## src/rtl/alu_pkg.sv

```systemverilog
// Shared ALU definitions: shift operation encodings and the shifter FSM states.
package alu_pkg;

  localparam logic [1:0] OP_SLL = 2'b00;
  localparam logic [1:0] OP_SRL = 2'b01;
  localparam logic [1:0] OP_SRA = 2'b10;
  localparam logic [1:0] OP_ROR = 2'b11;

  typedef enum logic [1:0] {
    IDLE  = 2'b00,
    SHIFT = 2'b01,
    DONE  = 2'b10
  } state_t;

endpackage

```

## src/rtl/shift_step.sv

```systemverilog
// One iteration of the sequential shifter: shifts a value by 0..STEP positions
// using the fill rule of the selected operation.
module shift_step
  import alu_pkg::*;
#(
  parameter int DATA_W = 8,
  parameter int STEP   = 1,
  localparam int AW    = $clog2(STEP) + 1
) (
  input  logic [DATA_W-1:0] val_i,
  input  logic [1:0]        op_i,
  input  logic              sign_i,
  input  logic [AW-1:0]     amt_i,
  output logic [DATA_W-1:0] val_o
);

  localparam logic [DATA_W-1:0] ONES = '1;

  logic [DATA_W-1:0] fill_mask;

  always_comb begin
    // Bits vacated by a right shift; the arithmetic shift paints them with the sign.
    fill_mask = ~(ONES >> amt_i);
    case (op_i)
      OP_SLL:  val_o = val_i << amt_i;
      OP_SRL:  val_o = val_i >> amt_i;
      OP_SRA:  val_o = (val_i >> amt_i) | (fill_mask & {DATA_W{sign_i}});
      default: val_o = (val_i >> amt_i) | (val_i << (DATA_W - int'(amt_i)));
    endcase
  end

endmodule

```

## src/rtl/seq_shifter.sv

```systemverilog
// Multi-cycle shift unit: accepts an operand, shifts it at most STEP bits per
// clock, then holds the result until the consumer takes it.
//
// Handshake: an input transfer happens on a rising edge where i_valid & o_ready;
// an output transfer happens on a rising edge where o_valid & i_ready. o_ready is
// high only in IDLE and o_valid only in DONE, so a hand-off and a new accept never
// share an edge. i_flush outranks both transfers.
module seq_shifter
  import alu_pkg::*;
#(
  parameter int DATA_W = 8,
  parameter int SH_W   = 8,
  parameter int STEP   = 1
) (
  input  logic              i_clk,
  input  logic              i_rst_n,
  input  logic              i_valid,
  output logic              o_ready,
  input  logic [1:0]        i_op,
  input  logic [DATA_W-1:0] i_data,
  input  logic [SH_W-1:0]   i_amt,
  input  logic              i_flush,
  output logic              o_valid,
  input  logic              i_ready,
  output logic [DATA_W-1:0] o_result,
  output logic              o_busy,
  output state_t            o_state
);

  localparam int RW = $clog2(DATA_W) + 1;
  localparam int AW = $clog2(STEP) + 1;

  state_t            state_q, state_d;
  logic [DATA_W-1:0] work_q, work_d;
  logic [1:0]        op_q, op_d;
  logic              sign_q, sign_d;
  logic [RW-1:0]     rem_q, rem_d;

  logic [RW-1:0]     eff_amt;
  logic [AW-1:0]     step_amt;
  logic [RW-1:0]     rem_sub;
  logic [DATA_W-1:0] step_val;

  // Rotates wrap modulo the width; the other ops saturate at a full clear/fill.
  always_comb begin
    if (i_op == OP_ROR) begin
      eff_amt = {1'b0, i_amt[RW-2:0]};
    end else if (i_amt >= SH_W'(DATA_W)) begin
      eff_amt = RW'(DATA_W);
    end else begin
      eff_amt = i_amt[RW-1:0];
    end
  end

  always_comb begin
    if (rem_q > RW'(STEP)) begin
      step_amt = AW'(STEP);
    end else begin
      step_amt = AW'(rem_q);
    end
    rem_sub = rem_q - RW'(step_amt);
  end

  shift_step #(
    .DATA_W (DATA_W),
    .STEP   (STEP)
  ) u_shift_step (
    .val_i  (work_q),
    .op_i   (op_q),
    .sign_i (sign_q),
    .amt_i  (step_amt),
    .val_o  (step_val)
  );

  always_comb begin
    state_d = state_q;
    work_d  = work_q;
    op_d    = op_q;
    sign_d  = sign_q;
    rem_d   = rem_q;
    if (i_flush) begin
      // Abort leaves the working register (and so o_result) untouched.
      state_d = IDLE;
      rem_d   = '0;
    end else begin
      case (state_q)
        IDLE: begin
          if (i_valid) begin
            work_d  = i_data;
            op_d    = i_op;
            sign_d  = i_data[DATA_W-1];
            rem_d   = eff_amt;
            state_d = (eff_amt == '0) ? DONE : SHIFT;
          end
        end
        SHIFT: begin
          work_d = step_val;
          rem_d  = rem_sub;
          if (rem_sub == '0) begin
            state_d = DONE;
          end
        end
        DONE: begin
          if (i_ready) begin
            state_d = IDLE;
          end
        end
        default: begin
          state_d = IDLE;
          rem_d   = '0;
        end
      endcase
    end
  end

  always_ff @(posedge i_clk or negedge i_rst_n) begin
    if (!i_rst_n) begin
      state_q <= IDLE;
      work_q  <= '0;
      op_q    <= OP_SLL;
      sign_q  <= 1'b0;
      rem_q   <= '0;
    end else begin
      state_q <= state_d;
      work_q  <= work_d;
      op_q    <= op_d;
      sign_q  <= sign_d;
      rem_q   <= rem_d;
    end
  end

  assign o_ready  = (state_q == IDLE);
  assign o_busy   = (state_q == SHIFT);
  assign o_valid  = (state_q == DONE);
  assign o_result = work_q;
  assign o_state  = state_q;

endmodule

```

## config.mk

```make
export PLATFORM = sky130hd
export DESIGN_NAME = seq_shifter
export DESIGN_NICKNAME = d
export VERILOG_FILES = /design/src/rtl/alu_pkg.sv /design/src/rtl/shift_step.sv /design/src/rtl/seq_shifter.sv
export SDC_FILE = /design/constraint.sdc
export NUM_CORES = 1
export LEC_CHECK = 0
export ABC_AREA = 1
export ABC_CLOCK_PERIOD_IN_PS = 1840
export BUFFER_PORTS_ARGS = -buffer_cell sky130_fd_sc_hd__buf_2
export CORE_UTILIZATION = 45
export DETAILED_ROUTE_END_ITERATION = 8
export MAX_ROUTING_LAYER = met4
export PLACE_DENSITY = 0.69
export SETUP_SLACK_MARGIN = 0.05
export SYNTH_ARGS = -nofsm -noshare
export SYNTH_HDL_FRONTEND = slang
export SYNTH_HIERARCHICAL = 1
export SYNTH_SLANG_ARGS = --single-unit
```

## constraint.sdc

```tcl
create_clock -name i_clk -period 1.84 [get_ports i_clk]
set_clock_uncertainty 0.05 [all_clocks]
set_input_delay 0.184 -clock i_clk [delete_from_list [all_inputs] [get_ports i_clk]]
set_output_delay 0.184 -clock i_clk [all_outputs]
set_load 0.05 [all_outputs]
```

==> metrics.yaml, run 1 <==
yosys:
  synth_edf_count: 0
  synth_async_sr_flop_share_pct: 100
  synthTopCellsByArea: "dfrtp_1 (35%), nand2_1 (21%), inv_1 (6.8%)"
  yosysSeqAreaShare_pct: 34.9
  yosys_most_used_dff: "dfrtp_1"
  yosys.area.top_type: "dfrtp_1"
  synth_top_area_share_pct: 34.9
  yosys_warnings: 6
  syn_nets: 207
  synth_area_um2: 1220
  yosys_register_bits: 17
  syn_inst: 183
  syn_avg_cell_area_um2: 6.65
  netlist-cell-type-count: 22
clock_network:
  cts_setup_buffers: 0
  htreeDepth: 1
  clkTransAtPathRegs_ns: 0.10
  cts.sinks: 17
  clock_latency_ns: 0.28
  clk_path_buf_depth: 2
  cts_tree: "yes"
  cts_buffers: 3
  clockRootBuffer: "clkbuf_4"
sta:
  rsz0062_at_grt: "no"
  setup_ws_ns: 0.156
  report.final.slew_viol_count: 0
  setup_violations: 0
  post-route-period-util_pct: 91.5
  tns_ns: 0
  fmax_mhz: 594
  hold_viol: 0
  slew_headroom_pct: 73.1
  worst_pin_slew_ns: 0.404
  period_needed_ns: 1.68
floorplan:
  core_area_um2: 2520
  io_pins: 36
  dieArea_um2: 2920
  initial_core_util_pct: 48.3
  rows: 18
  die_w_um: 54.0
  die_h_um: 54.0
global_routing:
  grt_pass1_wl_um: 4590
  grt_usage_pct: 22.6
  gr-total-overflow: 0
  grt_max_degree: 18
  grt_pass1_vias: 1109
  antenna_found_initial: 0
route:
  vias_per_cell: 5.09
  routed_wl_um: 2850
  drtAntennaViolNets: 0
  drtIter0Drc: 31
  detail_route.wl_per_cell_um: 11.3
  vias: 1282
  drc: 0
  first_pass_iters: 4
critical_path:
  crit_type: "reg2out"
  cp_max_fo: 10
  worst-endpoint-required_ns: 1.61
  startpoint_type: "flip-flop"
  worstSetupEndpointType: "output pin"
  arrival_ns: 1.45
placement:
  io_buffers: 35
  dp_worst_setup_slack_ns: 0.223
  place.gp.congestion: 0.931
  detailed_place_hpwl_um: 2190
power:
  leakagePower_nw: 0.838
  peakVddDrop_mv: 1.53
  p_per_area_nw_per_um2: 2040
cells_and_area:
  fillers: 269
  nNetsFinal: 247
  area_growth_pct: 20.0
  drive_above_1_share_pct: 28.8
  antenna_cells: 0
  ff_latch_area_um2: 425
  multi_input_area_um2: 671
min_path:
  hp-class: "in2reg"
outcome:
  outcome: "completed"
flow_run:
  cap_violations: 0
## logic make-up (layout without fill, tap and decap cells)
kind of cell               after synthesis  after routing  share of synthesized area [%]
AOI/OAI and AO/OA                       19             19                           9.56
adders and majority gates                1              1                           1.03
buffers and inverters                   30             69                           10.8
DFF                                     17             17                           34.9
muxes                                    3              3                           2.77
and+or+nand+nor                        113            113                           40.9
## where the power goes
group / internal [mW] / switching (mW)
combinational: 0.630 / 1.40
sequential: 0.538 / 0.213
clock: 0.0842 / 0.119
total: 1.25 / 1.74
## placed cells by master, fill, tap and decap left out, types with 2 or more instances in the layout
cell type / instances
nand2_1: 69
buf_2: 35
inv_1: 22
dfrtp_1: 17
nand3_1: 14
nor2_1: 13
nand2_2: 8
a31oi_1: 8
o21ai_0: 8
inv_2: 5
nor2_4: 3
mux2_2: 3
clkbuf_4: 3
buf_4: 2
## synth_stat cells, types with 2 or more instances
| library cell | count |
|---|---|
| inv_1 | 22 |
| o21ai_0 | 8 |
| a31oi_1 | 8 |
| nand3_1 | 14 |
| nor2_4 | 2 |
| nand2_2 | 8 |
| nor2_1 | 15 |
| dfrtp_1 | 17 |
| nand2_1 | 69 |
| buf_6 | 2 |
| inv_2 | 5 |
| mux2_2 | 3 |
## path summary, 6_finish.rpt
path	slack [ns]	end	depth (start not counted)	start
setup / recovery	0.16	o_busy	4	o_state[1]$_DFFE_PN0P_
hold / removal	0.09	o_result[1]$_DFFE_PN0P_	3	i_data[1]
setup reg to reg	0.24	o_state[0]$_DFFE_PN0P_	11	rem_q[2]$_DFFE_PN0P_
hold reg to reg	0.50	sign_q$_DFFE_PN0P_	1	sign_q$_DFFE_PN0P_
max in group asynchronous	1.16	o_state[1]$_DFFE_PN0P_	2	i_rst_n
min in group asynchronous	0.30	o_result[6]$_DFFE_PN0P_	2	i_rst_n
## through the flow
step                      instances  cell area [um2]  power (mW)  util (%)  hold WS [ns]
after floorplan                 183             1220        2.37         -        -0.162
after global placement          247             1420        2.73      56.4        0.0796
after detailed placement        247             1420        2.79      56.4        0.0859
after CTS                       252             1460        3.00      57.8        0.0861
after global routing            252             1460        3.28      57.9        0.0781
final                           252             1460        2.99      57.9        0.0947
## timing repair
action                     in CTS  in global routing
setup endpoints to repair       0                  2
hold endpoints to repair       17                  0
gates resized for setup         0                  1
hold buffers                    1                  0
## sequential cells by signal, summed over array words and instances (netlist names)
signal,count
o_result,8
rem_q,4
op_q,2
sign_q,1
o_state,2
## layout make-up
class / count / share of cell area, %
clock buffer: 4 / 1.80
inverter: 27 / 6.93
multi-input combinational: 136 / 45.9
sequential: 17 / 29.1
tap: 30 / 2.57
timing repair buffer: 38 / 13.7
## per-layer routing
metal  global-route usage, %  part of all wire (%)  up-vias
met2                    39.3                    49       27
met5                       -                     0        -
li1                        -                     -      655
met4                    7.69                  0.53        0
met1                    26.7                    46      598
met3                    2.54                   4.1        2
## critical path: stages (launching register included)
cell     delay, ns
dfrtp_1       0.48
inv_1         0.16
nand2_2       0.07
inv_2         0.16
buf_2         0.29
Power figures use the tool's default switching activity.
==> run 2, diff against run 1 <==
==> constraint.sdc (replaced) <==
create_clock -name i_clk -period 1.84 [get_ports i_clk]
set_clock_uncertainty 0.05 [all_clocks]
set_input_delay 0.092 -clock i_clk [delete_from_list [all_inputs] [get_ports i_clk]]
set_output_delay 0.092 -clock i_clk [all_outputs]
set_load 0.05 [all_outputs]
==> metrics.yaml, run 2 (synthesis gave the netlist of run 1 again) <==
placement:
  io_buffers: 35  # unchanged
  detailed_place_hpwl_um: 2180  # was 2190 um
  place_area_um2: 1420  # about the same
  dp_worst_setup_slack_ns: 0.196  # was 0.223 ns
  place.gp.congestion: 0.946  # was 0.931
cells_and_area:
  final_common_cell: "nand2_1"  # unchanged
  fin_util_pct: 59.8  # was 57.9%
  final_area_um2: 1510  # was 1460 um2
  drive_above_1_share_pct: 27.9  # was 28.8%
  nNetsFinal: 251  # was 247
  antenna_cells: 0  # unchanged
  final_cell_mix: "nand2_1 (69), buf_2 (34), inv_1 (22)"  # was nand2_1 (69), buf_2 (35), inv_1 (22)
  area_growth_pct: 23.9  # was 20.0%
  largest_reg_flops: 8  # unchanged
critical_path:
  worst-endpoint-required_ns: 1.70  # was 1.61 ns
  path_cells: "inv_1 -> nand2_2 -> inv_4 -> buf_4"  # was inv_1 -> nand2_2 -> inv_2 -> buf_2
  cp_max_fo: 13  # was 10
  arrival_ns: 1.54  # was 1.45 ns
  worstReg2RegEnd: "o_state[1]$_DFFE_PN0P_"  # was o_state[0]$_DFFE_PN0P_
  cpMaxStageDelayCell: "dfrtp_1"  # unchanged
  crit_type: "reg2out"  # unchanged
  r2r_setup_slack_ns: 0.21  # was 0.24 ns
  r2r-start: "rem_q[2]$_DFFE_PN0P_"  # unchanged
  startpoint_type: "flip-flop"  # unchanged
  max_stage_delay_ns: 0.48  # about the same
  ff2ff_path_depth: 11  # unchanged
  worstSetupEndpointType: "output pin"  # unchanged
floorplan:
  die_w_um: 54.0  # unchanged
  dieArea_um2: 2920  # unchanged
  die_h_um: 54.0  # unchanged
  io_pins: 36  # unchanged
  core_area_um2: 2520  # unchanged
  rows: 18  # unchanged
  initial_core_util_pct: 48.3  # unchanged
global_routing:
  gr-total-overflow: 0  # unchanged
  grt_pass1_wl_um: 4570  # was 4590 um
  grt_max_degree: 18  # unchanged
  grt_pass1_vias: 1088  # was 1109
  grt_usage_pct: 22.5  # was 22.6%
  antenna_found_initial: 0  # unchanged
clock_network:
  cts_setup_buffers: 0  # unchanged
  clock_latency_ns: 0.29  # was 0.28 ns
  cts.sinks: 17  # unchanged
  clk_path_buf_depth: 2  # unchanged
  clockRootBuffer: "clkbuf_4"  # unchanged
  clkTransAtPathRegs_ns: 0.11  # was 0.10 ns
  cts_tree: "yes"  # unchanged
  htreeDepth: 1  # unchanged
  cts_buffers: 3  # unchanged
sta:
  post-route-period-util_pct: 91.4  # was 91.5%
  tns_ns: 0  # unchanged
  rsz0062_at_grt: "no"  # unchanged
  setup_ws_ns: 0.158  # was 0.156 ns
  setup_violations: 0  # unchanged
  fmax_mhz: 594  # about the same
  worst_pin_slew_ns: 0.402  # was 0.404 ns
  hold_viol: 0  # unchanged
  report.final.slew_viol_count: 0  # unchanged
  slew_headroom_pct: 73.2  # was 73.1%
  period_needed_ns: 1.68  # about the same
power:
  p_per_area_nw_per_um2: 1980  # was 2040 nW/um2
  peakVddDrop_mv: 1.52  # was 1.53 mV
  leakagePower_nw: 0.855  # was 0.838 nW
  power_mw: 2.99  # about the same
min_path:
  min_from: "i_data[0]"  # was i_data[1]
  hp-class: "in2reg"  # unchanged
  hold_depth: 3  # unchanged
  hold-path-endpoint: "o_result[0]$_DFFE_PN0P_"  # was o_result[1]$_DFFE_PN0P_
outcome:
  outcome: "completed"  # unchanged
route:
  routed_wl_um: 2870  # was 2850 um
  drc: 0  # unchanged
  vias_per_cell: 5.06  # was 5.09
  first_pass_iters: 4  # unchanged
  drtIter0Drc: 27  # was 31
  detail_route.wl_per_cell_um: 11.2  # was 11.3 um
  vias: 1295  # was 1282
  drtAntennaViolNets: 0  # unchanged
flow_run:
  cap_violations: 0  # unchanged
==> run 2: cell types whose count changed in the layout (fill, tap and decap cells not counted) <==
| cell | previous run | this run |
|---|---|---|
| inv_4 | 0 | 1 |
| dlygate4sd3_1 | 1 | 6 |
| buf_2 | 35 | 34 |
| inv_2 | 5 | 4 |
==> run 2: worst max path at each step <==
stage               cells after the start              startpoint                      to  slack [ns]
floorplan                               7  o_state[1]$_DFFE_PN0P_  o_state[1]$_DFFE_PN0P_        0.09
global placement                       10    rem_q[2]$_DFFE_PN0P_  o_state[0]$_DFFE_PN0P_        0.34
detailed placement                     11    rem_q[2]$_DFFE_PN0P_  o_state[1]$_DFFE_PN0P_        0.20
CTS                                     4  o_state[1]$_DFFE_PN0P_                  o_busy        0.09
global route                            4  o_state[1]$_DFFE_PN0P_                  o_busy        0.06
finish                                  4  o_state[1]$_DFFE_PN0P_                  o_busy        0.16
==> run 2: metal layers <==
layer  GRT usage (%)  part of all wire, %
met4            10.3                 0.98
met2            38.3                   49
met3            2.82                  4.4
met1            26.3                   46
met5               -                    0
==> run 2: critical path, delay by kind of cell, from the launching register on <==
family	cells	cell delay, ns
flip-flops	1	0.48
AND/OR/NAND/NOR	1	0.22
buffers and inverters	3	0.56
==> run 2: cell type report <==
class / count / area (um2)
multi-input combinational: 136 / 671
fill: 237 / 1010
tap: 30 / 37.5
timing repair buffer: 42 / 245
inverter: 27 / 104
sequential: 17 / 425
clock buffer: 4 / 26.3
==> run 2: per-stage QoR <==
step | hold WS (ns) | std cells
finish | 0.0102 | 256
global route | 0.0106 | 256
CTS | 0.00171 | 256
detailed placement | -0.00546 | 246
global placement | -0.00925 | 246
floorplan | -0.254 | 183
==> run 2: repair_timing <==
action | 4_1_cts | 5_1_grt
gates cloned | 0 | 0
hold buffers | 6 | 0
endpoints found under the setup margin | 1 | 2
resized for setup | 1 | 2
hold endpoints to repair | 23 | 0
==> run 2: power by group <==
part	total, mW	internal, mW	switching [mW]
combinational	2.04	0.632	1.41
sequential	0.747	0.538	0.209
clock	0.206	0.0842	0.122
